<file path="config.mk">
export PLATFORM = sky130hd
export DESIGN_NAME = alu_arbiter_2ch
export DESIGN_NICKNAME = d
export VERILOG_FILES = /design/src/rtl/alu_arbiter_2ch.sv
export SDC_FILE = /design/constraint.sdc
export NUM_CORES = 1
export LEC_CHECK = 0
export BUFFER_PORTS_ARGS = -buffer_cell sky130_fd_sc_hd__buf_2
export CAP_MARGIN = 0
export CORE_MARGIN = 2
export CORE_UTILIZATION = 42
export DETAILED_ROUTE_END_ITERATION = 8
export PLACE_DENSITY = 0.79
export SETUP_SLACK_MARGIN = 0.15
export SYNTH_ARGS = -nofsm -noshare
export SYNTH_HDL_FRONTEND = slang
export SYNTH_SLANG_ARGS = --single-unit
</file>
<file path="constraint.sdc">
create_clock -name CLK -period 1.6 [get_ports CLK]
set_input_delay 0.32 -clock CLK [delete_from_list [all_inputs] [get_ports CLK]]
set_output_delay 0.32 -clock CLK [all_outputs]
set_load 0.01 [all_outputs]
</file>
<file path="src/rtl/alu_arbiter_2ch.sv">
// alu_arbiter_2ch
//   Round-robin arbiter and sequencer that shares one 8-bit ALU between two
//   requesters. A granted request has its opcode and operands registered onto
//   the ALU drive ports. The block waits ALU_LATENCY cycles, then captures
//   alu_out/carry into the granted channel's response register. That response
//   is held until the requester consumes it. Only one transaction is in
//   flight at a time.
//
// Parameters
//   ALU_LATENCY : register stages inside the ALU (0..6)
//
// Ports
//   CLK, RESET                          : clock, synchronous active-high reset
//   req{0,1}_valid/ready                : request handshake per channel
//   req{0,1}_opcode/_a/_b               : request opcode and operands
//   rsp{0,1}_valid/ready                : response handshake per channel
//   rsp{0,1}_data/_carry                : response result and carry
//   opcode, operand_a, operand_b        : registered drive to the ALU
//   alu_out, carry                      : ALU result inputs
//   busy                                : high whenever not IDLE
//   grant_id                            : channel owning the current transaction
module alu_arbiter_2ch #(
  parameter int ALU_LATENCY = 0
) (
  input  logic       CLK,
  input  logic       RESET,
  input  logic       req0_valid,
  output logic       req0_ready,
  input  logic [7:0] req0_opcode,
  input  logic [7:0] req0_a,
  input  logic [7:0] req0_b,
  output logic       rsp0_valid,
  input  logic       rsp0_ready,
  output logic [7:0] rsp0_data,
  output logic       rsp0_carry,
  input  logic       req1_valid,
  output logic       req1_ready,
  input  logic [7:0] req1_opcode,
  input  logic [7:0] req1_a,
  input  logic [7:0] req1_b,
  output logic       rsp1_valid,
  input  logic       rsp1_ready,
  output logic [7:0] rsp1_data,
  output logic       rsp1_carry,
  output logic [7:0] opcode,
  output logic [7:0] operand_a,
  output logic [7:0] operand_b,
  input  logic [7:0] alu_out,
  input  logic       carry,
  output logic       busy,
  output logic       grant_id
);

  typedef enum logic [1:0] {IDLE, WAIT, RESP} state_t;

  state_t     state_reg, state_next;
  logic       last_reg;
  logic [2:0] cnt_reg;
  logic       grant_reg;
  logic [7:0] opcode_reg, operand_a_reg, operand_b_reg;
  logic [1:0] rsp_valid_reg;
  logic [1:0] rsp_carry_reg;
  logic [7:0] rsp_data_reg [2];

  logic [1:0] req_valid;
  logic [1:0] rsp_ready;
  logic       winner;
  logic       accept;
  logic       handshake;

  assign req_valid = {req1_valid, req0_valid};
  assign rsp_ready = {rsp1_ready, rsp0_ready};

  // With both channels valid the one not served last wins; otherwise the
  // only valid channel wins (channel 1 iff it is the valid one).
  assign winner    = (&req_valid) ? ~last_reg : req1_valid;
  assign accept    = (state_reg == IDLE) && (|req_valid) && !RESET;
  assign handshake = (state_reg == RESP) && rsp_ready[grant_reg];

  assign req0_ready = accept && !winner;
  assign req1_ready = accept && winner;

  // Status outputs are forced low while reset is held, not just after the edge.
  assign busy     = (state_reg != IDLE) && !RESET;
  assign grant_id = grant_reg && !RESET;

  assign opcode    = opcode_reg;
  assign operand_a = operand_a_reg;
  assign operand_b = operand_b_reg;

  assign rsp0_valid = rsp_valid_reg[0];
  assign rsp0_data  = rsp_data_reg[0];
  assign rsp0_carry = rsp_carry_reg[0];
  assign rsp1_valid = rsp_valid_reg[1];
  assign rsp1_data  = rsp_data_reg[1];
  assign rsp1_carry = rsp_carry_reg[1];

  always_comb begin
    state_next = state_reg;
    case (state_reg)
      IDLE:    if (accept) state_next = WAIT;
      WAIT:    if (cnt_reg == 3'd0) state_next = RESP;
      RESP:    if (handshake) state_next = IDLE;
      default: state_next = IDLE;
    endcase
  end

  always_ff @(posedge CLK) begin
    if (RESET) begin
      state_reg     <= IDLE;
      last_reg      <= 1'b1;
      cnt_reg       <= 3'd0;
      grant_reg     <= 1'b0;
      opcode_reg    <= 8'd0;
      operand_a_reg <= 8'd0;
      operand_b_reg <= 8'd0;
      rsp_valid_reg <= 2'b00;
      rsp_carry_reg <= 2'b00;
      rsp_data_reg[0] <= 8'd0;
      rsp_data_reg[1] <= 8'd0;
    end else begin
      state_reg <= state_next;
      case (state_reg)
        IDLE: begin
          if (accept) begin
            grant_reg     <= winner;
            opcode_reg    <= winner ? req1_opcode : req0_opcode;
            operand_a_reg <= winner ? req1_a : req0_a;
            operand_b_reg <= winner ? req1_b : req0_b;
            cnt_reg       <= 3'(ALU_LATENCY);
          end
        end
        WAIT: begin
          if (cnt_reg != 3'd0) begin
            cnt_reg <= cnt_reg - 3'd1;
          end else begin
            rsp_valid_reg[grant_reg] <= 1'b1;
            rsp_data_reg[grant_reg]  <= alu_out;
            rsp_carry_reg[grant_reg] <= carry;
          end
        end
        RESP: begin
          // Clearing data/carry too keeps the idle channel's outputs at zero.
          if (handshake) begin
            rsp_valid_reg[grant_reg] <= 1'b0;
            rsp_data_reg[grant_reg]  <= 8'd0;
            rsp_carry_reg[grant_reg] <= 1'b0;
            last_reg                 <= grant_reg;
          end
        end
        default: ;
      endcase
    end
  end

endmodule

</file>
==> flow_metrics.tcl <==
set metrics [dict create \
    status "complete, no violations" \
    period_minus_slack_ps 1592 \
    max_clock_freq_ghz 0.6283 \
    rows 28 \
    clk_pin_slew_ps 90 \
    clockRootBuffer "clkbuf_8" \
    initial_core_util_pct 42.73 \
    antenna_left 0 \
    crit_family "flip-flops" \
    antennaDiodeCount 0 \
    hold_viol 0 \
    synth_cell_type_count 37 \
    grt_overflow 0 \
    drive_gt1_share_pct 54.13 \
    maxCapViolations 0 \
    tritoncts "yes" \
    ctsLongestPathBuffers 2 \
    drt_wl_total_um 6559 \
    synth.cell_area_um2 2485 \
    largest_reg_flops 16 \
    cp-start-kind "register" \
    hold_buffers 0 \
    layout_common_cells "buf_2, nand2_1, a21oi_1" \
    area_growth_pct 40.48 \
    dp.cells 428 \
    hpwl_um 4540 \
    ys_seq_area_share_pct 47.53 \
    crit_path_cell_trace "inv_2 > ha_4 > ha_4 > nand3b_4 > buf_6 > a21oi_2 > or2_4" \
    wl_per_cell_um 14.58 \
    path_buf_inv 2 \
    cpMostUsedCell "ha_4" \
    grt_max_degree 23 \
    cts.htree.levels 2 \
    rsz0062_at_grt "true" \
    numPortBuffers 110 \
    max_slew_margin_pct 72.00 \
    worst_ep_arrival_time_ps 1610 \
    cts_buffers 5 \
    coreArea_um2 5816 \
    grt_pass1_wl_um 9956 \
    drt_iter0_drc 123 \
    worst-path-max-fanout 8 \
    skew_ps 6.392 \
    preCtsSetupSlack_ps 12.20 \
    vias_per_cell 5.184 \
    fin_cells 450 \
    max-vdd-ir-drop_uv 596.2 \
    grt_usage_pct 19.55 \
    vias 2333 \
    reg2reg_slack_ps 8 \
    avgSynthCellArea_um2 10.10 \
    p_leak_nw 1.526 \
    synth_nets 311 \
    grt_pass1_vias 2161 \
    dieArea_um2 6548 \
    worstPathRequired_ps 1620 \
    worst_pin_slew_ps 414.8 \
    cp_slowest_stage_delay_ps 330 \
    numClockSinks 51 \
    worst_skew_pair.late_latency_ps 300 \
    hold_path_class "input port to register" \
    grt_antenna_before_repair 0 \
    die_h_um 80.92 \
    ys_ff_latch 51 \
    yosys_warnings 0 \
    synth_cells 246 \
    maxSlewViolCount 0 \
    path_class "register to register" \
    nFillCells 510 \
    dr.pass1.iters 4 \
    gp_congestion 0.7824 \
    setup_slack_ps 8.424 \
    ios 111 \
    finish.net_count 439 \
    crit_path_top_delay_cell "dfxtp_2" \
    cp-end-kind "register" \
    fin_crit_sh_pct 99.47 \
    final_common_cell "buf_2" \
    finalSetupViolCount 0 \
    powerDensity_nw_per_um2 1007 \
    post-route-drc-count 0 \
    fp.dieW_um 80.92 \
]
-- power by group --
group | switching (mW) | total [mW] | internal (mW)
registers | 0.0747 | 1.54 | 1.47
logic | 0.482 | 0.910 | 0.428
clock network | 0.436 | 1.06 | 0.623
-- final timing paths --
check,from,to,depth (start not counted)
max reg2reg,cnt_reg[1],rsp_data_reg[1][1],7
min reg2reg,register,register,2
max,cnt_reg[1],rsp_data_reg[1][1],7
min,req0_a[4],operand_a[4],3
-- synth_stat cells --
master	number	area [um2]
nor3_1	1	5.000
and2b_1	1	7.510
nand2b_1	2	12.51
buf_6	5	56.30
and3_1	1	6.260
or2_2	3	18.77
o31a_1	3	26.28
nand3_1	1	5.000
o21a_1	1	7.510
edfxtp_1	16	480.5
buf_4	2	15.01
nand3b_4	1	20.02
nand2_1	54	202.7
ha_1	2	25.02
nand3b_1	2	15.01
buf_2	10	50.05
o21ai_0	4	20.02
a21o_1	1	7.510
o311ai_0	2	17.52
nor3_4	1	16.27
and2_1	16	100.1
nor3_2	1	10.01
a21bo_2	1	10.01
and2_4	1	8.760
a2111oi_4	1	27.53
o32ai_1	2	17.52
mux2i_1	1	10.01
a21boi_2	1	11.26
or2_0	1	6.260
inv_1	6	22.52
clkbuf_1	2	7.510
o311a_1	1	10.01
a311oi_1	4	35.03
nor2_1	6	22.52
a21oi_1	34	170.2
dfxtp_1	35	700.7
a311oi_2	20	300.3
-- area by class of cell --
class / count / area [um2] / share of cell area (%)
Clock buffer: 5 / 68.82 / 1.971
Clock inverter: 3 / 67.56 / 1.935
Inverter: 6 / 22.52 / 0.6452
Multi-Input combinational cell: 171 / 1246 / 35.70
Sequential cell: 51 / 1192 / 34.16
Tap cell: 75 / 93.84 / 2.688
Timing Repair Buffer: 139 / 799.5 / 22.90
-- tightest hold or removal path, stage by stage --
cell and delay, ps:
buf_2 100, nand2_1 40, a311oi_1 70
-- what timing repair did --
item,CTS,global route
gates resized for setup,16,20
buffers inserted,7,6
cloned,0,1
endpoints found under the setup margin,60,62
pin swaps,8,18
-- kinds of logic after synthesis --
family	after synthesis	share of synthesized area (%)
AOI/OAI and AO/OA	75	26.59
buffers and inverters	25	6.092
muxes	1	0.4028
DFF	51	47.53
adders and majority gates	2	1.007
and+or+nand+nor	92	18.38
-- routing by layer --
metal,vias to the layer above,track usage [%],share of wire [%]
li1,1140,-,-
met1,1079,23.06,39
met2,106,34.38,52
met3,8,5.333,8.1
met4,0,6.271,0.84
met5,-,0,0
-- per-stage QoR --
stage	hold slack, ps	setup TNS [ps]	util (%)	power (mW)	instance area (um2)
finish	264.0	0	60.03	3.514	3491
global route	265.4	-246.9	60.03	3.690	3491
CTS	258.9	0	58.03	3.470	3374
detailed placement	466.9	0	53.92	2.376	3136
global placement	467.3	0	53.92	2.359	3136
floorplan	478.2	0	-	2.077	2500
Power figures use the tool's default switching activity.
